===== src/rtl/compress_line_sequencer.sv =====
// Sequencer for the line compressor's bit-packing datapath: turns per-symbol lengths
// into write/push/pad commands, aborts lines that overflow the budget, reports line status.
module compress_line_sequencer #(
  parameter int unsigned CACHE_LINE = 128,
  parameter int unsigned WORD_SIZE  = 64,
  parameter int unsigned N_SYMBOLS  = 8
) (
  input  logic       i_clk,
  input  logic       i_reset,
  input  logic       i_start,
  input  logic       i_len_valid,
  input  logic [6:0] i_len,
  output logic       o_len_ready,
  output logic       o_wr_en,
  output logic [5:0] o_wr_offset,
  output logic [6:0] o_wr_len,
  output logic       o_word_push,
  output logic       o_pad_en,
  output logic       o_abort,
  output logic       o_line_valid,
  output logic       o_line_compressed,
  output logic [7:0] o_line_bits,
  input  logic       i_line_ready,
  output logic       o_busy
);

  localparam int unsigned OFF_W      = 6;
  localparam int unsigned LEN_W      = 7;
  localparam int unsigned BITS_W     = 8;
  localparam int unsigned CNT_W      = 4;
  localparam int unsigned PUSH_W     = 2;
  localparam int unsigned LINE_WORDS = CACHE_LINE / WORD_SIZE;

  localparam logic [2:0] S_IDLE   = 3'd0;
  localparam logic [2:0] S_ACCEPT = 3'd1;
  localparam logic [2:0] S_PAD    = 3'd2;
  localparam logic [2:0] S_DRAIN  = 3'd3;
  localparam logic [2:0] S_DONE   = 3'd4;

  logic [2:0]        state, state_d;
  logic [CNT_W-1:0]  sym_cnt, sym_cnt_d;
  logic [BITS_W-1:0] total, total_d;
  logic [OFF_W-1:0]  fill, fill_d;
  logic [PUSH_W-1:0] pushed, pushed_d;
  logic              compressed, compressed_d;

  logic [BITS_W:0]   nt;
  logic [LEN_W-1:0]  nf;
  logic [PUSH_W-1:0] pushed_inc;
  logic              last_sym;
  logic              overflow;

  // State and counter registers
  always_ff @(posedge i_clk or negedge i_reset) begin
    if (!i_reset) begin
      state      <= S_IDLE;
      sym_cnt    <= '0;
      total      <= '0;
      fill       <= '0;
      pushed     <= '0;
      compressed <= 1'b0;
    end else begin
      state      <= state_d;
      sym_cnt    <= sym_cnt_d;
      total      <= total_d;
      fill       <= fill_d;
      pushed     <= pushed_d;
      compressed <= compressed_d;
    end
  end

  // Next-state and command decode; ACCEPT commands follow the length handshake directly
  always_comb begin
    state_d           = state;
    sym_cnt_d         = sym_cnt;
    total_d           = total;
    fill_d            = fill;
    pushed_d          = pushed;
    compressed_d      = compressed;
    o_len_ready       = 1'b0;
    o_wr_en           = 1'b0;
    o_wr_offset       = '0;
    o_wr_len          = '0;
    o_word_push       = 1'b0;
    o_pad_en          = 1'b0;
    o_abort           = 1'b0;
    o_line_valid      = 1'b0;
    o_line_compressed = 1'b0;
    o_line_bits       = '0;

    nt         = {1'b0, total} + (BITS_W+1)'(i_len);
    nf         = LEN_W'(fill) + i_len;
    pushed_inc = pushed + PUSH_W'(1);
    last_sym   = (sym_cnt == CNT_W'(N_SYMBOLS - 1));
    overflow   = (nt > (BITS_W+1)'(CACHE_LINE));

    case (state)
      S_IDLE: begin
        if (i_start) begin
          state_d      = S_ACCEPT;
          sym_cnt_d    = '0;
          total_d      = '0;
          fill_d       = '0;
          pushed_d     = '0;
          compressed_d = 1'b1;
        end
      end

      S_ACCEPT: begin
        o_len_ready = 1'b1;
        if (i_len_valid) begin
          sym_cnt_d = sym_cnt + CNT_W'(1);
          if (overflow) begin
            o_abort      = 1'b1;
            compressed_d = 1'b0;
            state_d      = last_sym ? S_DONE : S_DRAIN;
          end else begin
            o_wr_en     = (i_len != '0);
            o_wr_offset = fill;
            o_wr_len    = i_len;
            total_d     = nt[BITS_W-1:0];
            if (nf >= LEN_W'(WORD_SIZE)) begin
              o_word_push = 1'b1;
              fill_d      = OFF_W'(nf - LEN_W'(WORD_SIZE));
              pushed_d    = pushed_inc;
            end else begin
              fill_d = nf[OFF_W-1:0];
            end
            if (last_sym) begin
              state_d = (pushed_d == PUSH_W'(LINE_WORDS)) ? S_DONE : S_PAD;
            end
          end
        end
      end

      // Close the partial word, then emit all-zero words until the line is full
      S_PAD: begin
        o_pad_en    = 1'b1;
        o_word_push = 1'b1;
        o_wr_offset = fill;
        fill_d      = '0;
        pushed_d    = pushed_inc;
        if (pushed_inc == PUSH_W'(LINE_WORDS)) begin
          state_d = S_DONE;
        end
      end

      S_DRAIN: begin
        o_len_ready = 1'b1;
        if (i_len_valid) begin
          sym_cnt_d = sym_cnt + CNT_W'(1);
          if (last_sym) begin
            state_d = S_DONE;
          end
        end
      end

      S_DONE: begin
        o_line_valid      = 1'b1;
        o_line_compressed = compressed;
        o_line_bits       = compressed ? total : '0;
        if (i_line_ready) begin
          state_d = S_IDLE;
        end
      end

      default: state_d = S_IDLE;
    endcase

    o_busy = (state != S_IDLE);
  end

endmodule

===== config.mk =====
export PLATFORM = sky130hd
export DESIGN_NAME = compress_line_sequencer
export DESIGN_NICKNAME = d
export VERILOG_FILES = /design/src/rtl/compress_line_sequencer.sv
export SDC_FILE = /design/constraint.sdc
export NUM_CORES = 1
export LEC_CHECK = 0
export ABC_AREA = 0
export CAP_MARGIN = 20
export CORE_MARGIN = 2
export CORE_UTILIZATION = 50
export DETAILED_ROUTE_END_ITERATION = 10
export GPL_ROUTABILITY_DRIVEN = 0
export PLACE_DENSITY = 0.9
export SETUP_SLACK_MARGIN = 0.4
export SLEW_MARGIN = 5
export SYNTH_ARGS = -nofsm -noshare
export SYNTH_HDL_FRONTEND = slang
export SYNTH_SLANG_ARGS = --single-unit
export TNS_END_PERCENT = 5

===== constraint.sdc =====
create_clock -name i_clk -period 4.63 [get_ports i_clk]
set_clock_uncertainty 0.05 [all_clocks]
set_input_delay 0.926 -clock i_clk [delete_from_list [all_inputs] [get_ports i_clk]]
set_output_delay 0.926 -clock i_clk [all_outputs]
set_load 0.05 [all_outputs]

==> results of run 1 <==
[timing repair]
item | 4_1_cts | 5_1_grt
setup buffers | 2 | 1
hold buffers | 0 | 0
setup endpoints to repair | 16 | 16
gates resized for setup | 37 | 14
pin swaps | 7 | 10
[area by class of cell]
type,instances,area (µm²)
multi-input cells,185,1510
repair buffers,64,767
fillers,209,683
flip-flops and latches,24,601
well taps,48,60.1
inverters,13,48.8
clock buffers,3,41.3
clock inverters,1,30.0
[power breakdown]
group	total [mW]	internal (mW)	leakage (nW)	switching [mW]
clock	0.189	0.116	0.0357	0.0729
combinational	1.39	0.628	1.02	0.761
sequential	0.394	0.290	0.310	0.104
[through the flow]
| stage | cell area, µm² | utilization | instances | total power, mW |
|---|---|---|---|---|
| floorplan | 2010 | - | 229 | 1.16 |
| global placement | 2750 | 0.734 | 330 | 1.53 |
| detailed placement | 2770 | 0.741 | 331 | 1.58 |
| CTS | 3010 | 0.805 | 337 | 1.87 |
| global route | 3060 | 0.818 | 338 | 2.07 |
| finish | 3060 | 0.818 | 338 | 1.97 |
[flip-flops by register name, summed over array words and instances, names as in the netlist]
register	flops
sym_cnt	4
pushed	2
state	3
compressed	1
total	8
fill	6
[cell usage in the layout (no fill, tap or decap), types with 5 or more instances in the layout]
cell type / synthesis / layout
buf_12: 0 / 16
inv_1: 13 / 13
ha_4: 0 / 7
mux2i_1: 6 / 6
nand3_1: 9 / 9
nand2_1: 15 / 15
a22o_1: 7 / 7
and3_1: 9 / 9
clkdlybuf4s50_1: 0 / 18
o21ai_0: 18 / 16
a21oi_1: 13 / 9
nand2b_1: 6 / 6
dfrtp_1: 24 / 24
and2_4: 0 / 5
buf_4: 1 / 20
nor2_1: 17 / 15
ha_1: 15 / 8
[worst max-delay path, delay by kind of cell]
family,cells,cell delay (ns)
AND/OR/NAND/NOR,2,0.40
adder cells (fa/ha/maj),1,0.25
AO/OA/AOI/OAI,4,0.89
buffers and inverters,3,0.81
[cell families (layout without fill, tap and decap cells)]
logic type | Yosys count | count (layout) | synth area share
and+or+nand+nor | 86 | 86 | 0.231
AOI/OAI and AO/OA | 69 | 69 | 0.245
DFF | 24 | 24 | 0.302
buffers and inverters | 20 | 81 | 0.0440
adders and majority gates | 17 | 17 | 0.114
muxes | 8 | 8 | 0.0415
xor gates and xnor gates | 5 | 5 | 0.0220
[final timing paths]
path,start,endpoint
min in group asynchronous,i_reset,fill[0]
hold reg to reg,sym_cnt[2],sym_cnt[2]
max in group asynchronous,i_reset,sym_cnt[3]
setup reg to reg,total[0],total[3]
hold / removal,sym_cnt[2],sym_cnt[2]
setup / recovery,i_len[6],o_wr_offset[2]
[routing by layer]
metal / part of all wire / wire length, µm
met1: 0.39 / 2570
met2: 0.52 / 3470
met3: 0.053 / 357
met4: 0.042 / 278
met5: 0 / 0
==> results.md, run 1 <==
* Met1 track demand over resource at 0.348
* CTS tree: yes
* Setup repair after global routing missed its margin: true
* Post-synthesis sequential element count at 24
* Buffers on Ports at 40
* Insertion delay of the later-clocked pin in the worst-skew pair at 0.27 ns
* Most area-hungry cell type in the Yosys netlist: dfrtp_1
* Highest ir drop seen on vdd at 0.523 mV
* Delay of the slowest cell on the worst path at 0.57 ns
* Overflow after GRT at 0
* Proportion of netlist area held by the largest area contributor at 0.302
* Die area at 0.00450 mm²
* Path type of the worst setup path: in2out
* TritonCTS buffer count at 3
* TritonCTS sink count at 24
* Post-synth top cells: dfrtp_1, o21ai_0, nor2_1
* Main synth FF type: dfrtp_1
* Sequential fraction of the synthesis area at 0.302
* Leak Pwr at 1.37 nW
* Fraction of layout cells with a size suffix above 1 at 0.303
* Total of max-cap violations at 0
* Clock root buffer master: clkbuf_8
* Setup slack of the critical path after layout at 0.371 ns
* Critical-path cell with the highest stage delay: clkdlybuf4s50_1
* Buffer levels on the longest clock path at 2
* Tightest slew margin relative to the limit at 0.578
* Vias per cell at 6.41
* Via count of the first global-routing pass at 2204
* H-tree level count at 1
* Shortest clock period the worst path allows after layout at 4.26 ns
* Overall routed net length at 6680 µm
* Maximum frequency from static timing analysis at 235 MHz
* Power per Cell Area at 644 mW/mm²
* Worst Reg2Reg Path Length in Cells at 11
* Least-Margin Pin Slew at 0.624 ns
* Total negative slack for setup checks at 0 ns
* Area added between synthesis and finish at 53.8%
* Leading post-synthesis cells by cell area: dfrtp_1, ha_1, o21ai_0
* Final antenna-violating net count at 0
* Via count of the routed design at 2166
* Number of antenna violations at the first check in global routing at 0
* Library cells used by synthesis at 53
* Number of enable flip-flop cells after synthesis at 0
* Post-Synthesis Cells at 229
* First-pass GRT wire length at 10400 µm
* # setup viols final at 0
* Worst hold path type: reg2reg
* Initial core utilization at 0.531
* Standard-cell rows at 22
* Hold path cells at 1
* Endpoint type of the worst setup path: output port
* Synth Net Count at 258
* Summed instance area of the synthesized netlist at 0.00199 mm²
* Initial DRC Count at 189
* Die H at 67.1 µm
* 1st-pass router iterations at 4
* Most Used Layer, Global Route: met2
* Ys Warns at 0
* Overall track demand over capacity in global routing at 0.311
* Final Hold Viols at 0
* Number of nets in the layout at 320
* Pin count of the biggest net entering global routing at 18
* Number of pins exceeding their max-slew limit in the final report at 0
* Global Route met3 Usage at 0.0709
* GR met2 Demand/Resource at 0.552
* Mean cell area of the mapped netlist at 8.69 µm²
* Startpoint Class: input pin
* Arrival time of the worst setup path at 3.28 ns
* Number of placed I/O pins at 41
* Pre-CTS setup slack at -0.162 ns
* Post-Route Hold Slack at 0.474 ns
* Routed wire length per instance at 19.8 µm
* Most used standard cell by instance count after synthesis: dfrtp_1
* Half-perimeter wire length of the detailed placement result at 4350 µm
* Setup slack on the worst flop-to-flop path at 1.39 ns
* Ratio of final minimum period to clock period at 0.920
* Crit path cell chain: clkdlybuf4s50_1 > ha_4 > o21ai_0 > inv_1 > a221oi_2 > a211oi_2 > o2111a_2 > nor2_4 > and2b_2 > buf_12
* Antenna fix cells at 0
* Final routed DRC violation total at 0
* Core region area at 0.00374 mm²
* Die W at 67.1 µm
* Result of the run: finished, final reports clean
* Proportion of register bits with asynchronous set or reset after synthesis at 1.00
* Clk slew on worst S/H paths at 0.09 ns
* Maximum fanout along the worst path at 5
* Req. time, crit path at 3.65 ns
(Power assumes the default switching activity.)
==> run 2: changes to the inputs <==
--- a/config.mk
+++ b/config.mk
@@ -8,10 +8,10 @@
 export ABC_AREA = 0
 export CAP_MARGIN = 20
 export CORE_MARGIN = 2
-export CORE_UTILIZATION = 50
+export CORE_UTILIZATION = 40
 export DETAILED_ROUTE_END_ITERATION = 10
 export GPL_ROUTABILITY_DRIVEN = 0
-export PLACE_DENSITY = 0.9
+export PLACE_DENSITY = 0.77
 export SETUP_SLACK_MARGIN = 0.4
 export SLEW_MARGIN = 5
 export SYNTH_ARGS = -nofsm -noshare
==> results.md, run 2 (synthesized netlist as in run 1, its figures left out) <==
* # setup viols final at 0
* TritonCTS sink count at 24
* Pre-CTS setup slack at -0.160 ns
* Instance area at placement at 0.00278 mm²
* Summed area of non-filler cells in the final layout at 0.00303 mm²
* Arrival time of the worst setup path at 3.32 ns
* Endpoint type of the worst setup path: output port
* Number of standard cells in the layout, taps in and fillers out at 360
* Cell count after placement at 350
* Die area at 0.00555 mm²
* Clock root buffer master: clkbuf_8
* Clk slew on worst S/H paths at 0.09 ns
* Antenna fix cells at 0
* TritonCTS buffer count at 3
* Worst hold path type: reg2reg
* Number of antenna violations at the first check in global routing at 0
* Die W at 74.5 µm
* Die H at 74.5 µm
* Half-perimeter wire length of the detailed placement result at 4080 µm
* Leak Pwr at 1.35 nW
* Number of filler instances in the final layout at 384
* Maximum frequency from static timing analysis at 233 MHz
* Setup repair after global routing missed its margin: true
* CTS hold repair buffers at 0
* Number of nets in the layout at 323
* Overall track demand over capacity in global routing at 0.223
* Ratio of final minimum period to clock period at 0.929
* Regs by FF count: total x8, fill x6, sym_cnt x4
* 1st-pass router iterations at 4
* Pin count of the biggest net entering global routing at 17
* Via count of the first global-routing pass at 2072
* Routed wire length per instance at 15.8 µm
* Via count of the routed design at 2042
* Startpoint Class: input pin
* Path type of the worst setup path: in2out
* Final routed DRC violation total at 0
* Vias per cell at 5.67
* Flip-flop count of the largest register after layout at 8
* Number of placed I/O pins at 41
* Fraction of layout cells with a size suffix above 1 at 0.280
* Insertion delay of the later-clocked pin in the worst-skew pair at 0.28 ns
* Buffer levels on the longest clock path at 2
* Final Hold Viols at 0
* Req. time, crit path at 3.65 ns
* Final antenna-violating net count at 0
* Overflow after GRT at 0
* H-tree level count at 1
* Tightest slew margin relative to the limit at 0.358
* Overall routed net length at 5700 µm
* Standard-cell rows at 25
* Setup slack of the critical path after layout at 0.330 ns
* Number of pins exceeding their max-slew limit in the final report at 0
* Core region area at 0.00475 mm²
* Initial core utilization at 0.418
* Top library cells by usage in the layout, fill and taps aside: dfrtp_1, buf_4, clkdlybuf4s50_1
* Buffers on Ports at 40
* Shortest clock period the worst path allows after layout at 4.30 ns
* First-pass GRT wire length at 9560 µm
* Initial DRC Count at 151
* Highest ir drop seen on vdd at 0.451 mV
* Most common cell after layout, fill and taps aside: dfrtp_1
* Least-Margin Pin Slew at 0.960 ns
* Total negative slack for setup checks at 0 ns
* Power per Cell Area at 615 mW/mm²
* Result of the run: finished, final reports clean
* Maximum fanout along the worst path at 5
* CTS tree: yes
* Register with the highest flop count: total
* Area added between synthesis and finish at 52.1%
* Total of max-cap violations at 0
run 2: changes by cell type in the layout (fill, tap and decap cells not counted), moves of 2 or more:
| cell | previous run | this run |
|---|---|---|
| and2_4 | 5 | 1 |
| a21oi_2 | 3 | 1 |
| o21ai_1 | 3 | 6 |
| buf_6 | 3 | 6 |
| and2_1 | 3 | 7 |
| o21ai_0 | 16 | 14 |
| a21oi_1 | 9 | 12 |
run 2: critical path, cell delays in order:
cell and delay [ns]:
buf_8 0.10, ha_4 0.15, fa_2 0.38, a211oi_4 0.28, o21ai_1 0.15, a221oi_2 0.34, a211oi_2 0.07, o2111a_2 0.33
nor2_4 0.18, and2b_2 0.26, buf_12 0.15
run 2: cell type report:
class / count / area, µm² / share of cell area
sequential: 24 / 601 / 0.198
timing repair buffer: 67 / 781 / 0.258
tap: 67 / 83.8 / 0.0277
inverter: 13 / 48.8 / 0.0161
clock buffer: 4 / 55.1 / 0.0182
multi-input combinational: 185 / 1460 / 0.482
run 2: through the flow:
step                      power [mW]  hold slack (ns)   util
after CTS                       1.83            0.476  0.635
after global placement          1.54            0.453  0.584
final                           1.86            0.485  0.637
after detailed placement        1.56            0.457  0.584
after global routing            2.00            0.496  0.637
after floorplan                 1.16            0.422      -
run 2: path summary, 6_finish.rpt:
check | depth (start not counted) | slack, ns | start | to
worst max-delay path | 11 | 0.33 | i_len[0] | o_wr_offset[3]
worst min-delay path | 1 | 0.48 | sym_cnt[2] | sym_cnt[2]
worst max register to register | 12 | 1.41 | total[0] | total[3]
worst min register to register | 1 | 0.48 | sym_cnt[2] | sym_cnt[2]
max in group asynchronous | 2 | 3.04 | i_reset | compressed
min in group asynchronous | 1 | 0.90 | i_reset | fill[3]
run 2: power breakdown:
group	switching [mW]	internal, mW
Clock	0.0744	0.0762
Sequential	0.102	0.290
Combinational	0.709	0.610
Total	0.885	0.976
run 2: what timing repair did:
action,CTS,global route
setup buffers,5,0
pin swaps,10,7
gates cloned,1,0
gates resized for setup,37,7
setup endpoints to repair,16,16
run 2: per-layer routing:
layer,global-route usage,part of all wire,up-vias
met5,0,0,-
met1,0.274,0.42,973
li1,-,-,971
met2,0.394,0.50,77
met4,0.0794,0.029,0
met3,0.0352,0.052,21
==> run 3: changes to the inputs <==
--- a/config.mk
+++ b/config.mk
@@ -13,7 +13,7 @@
 export GPL_ROUTABILITY_DRIVEN = 0
 export PLACE_DENSITY = 0.77
 export SETUP_SLACK_MARGIN = 0.4
-export SLEW_MARGIN = 5
+export SLEW_MARGIN = 20
 export SYNTH_ARGS = -nofsm -noshare
 export SYNTH_HDL_FRONTEND = slang
 export SYNTH_SLANG_ARGS = --single-unit
==> results of run 3 <==
The final DEF is identical to that of run 2; final timing and power are the same.
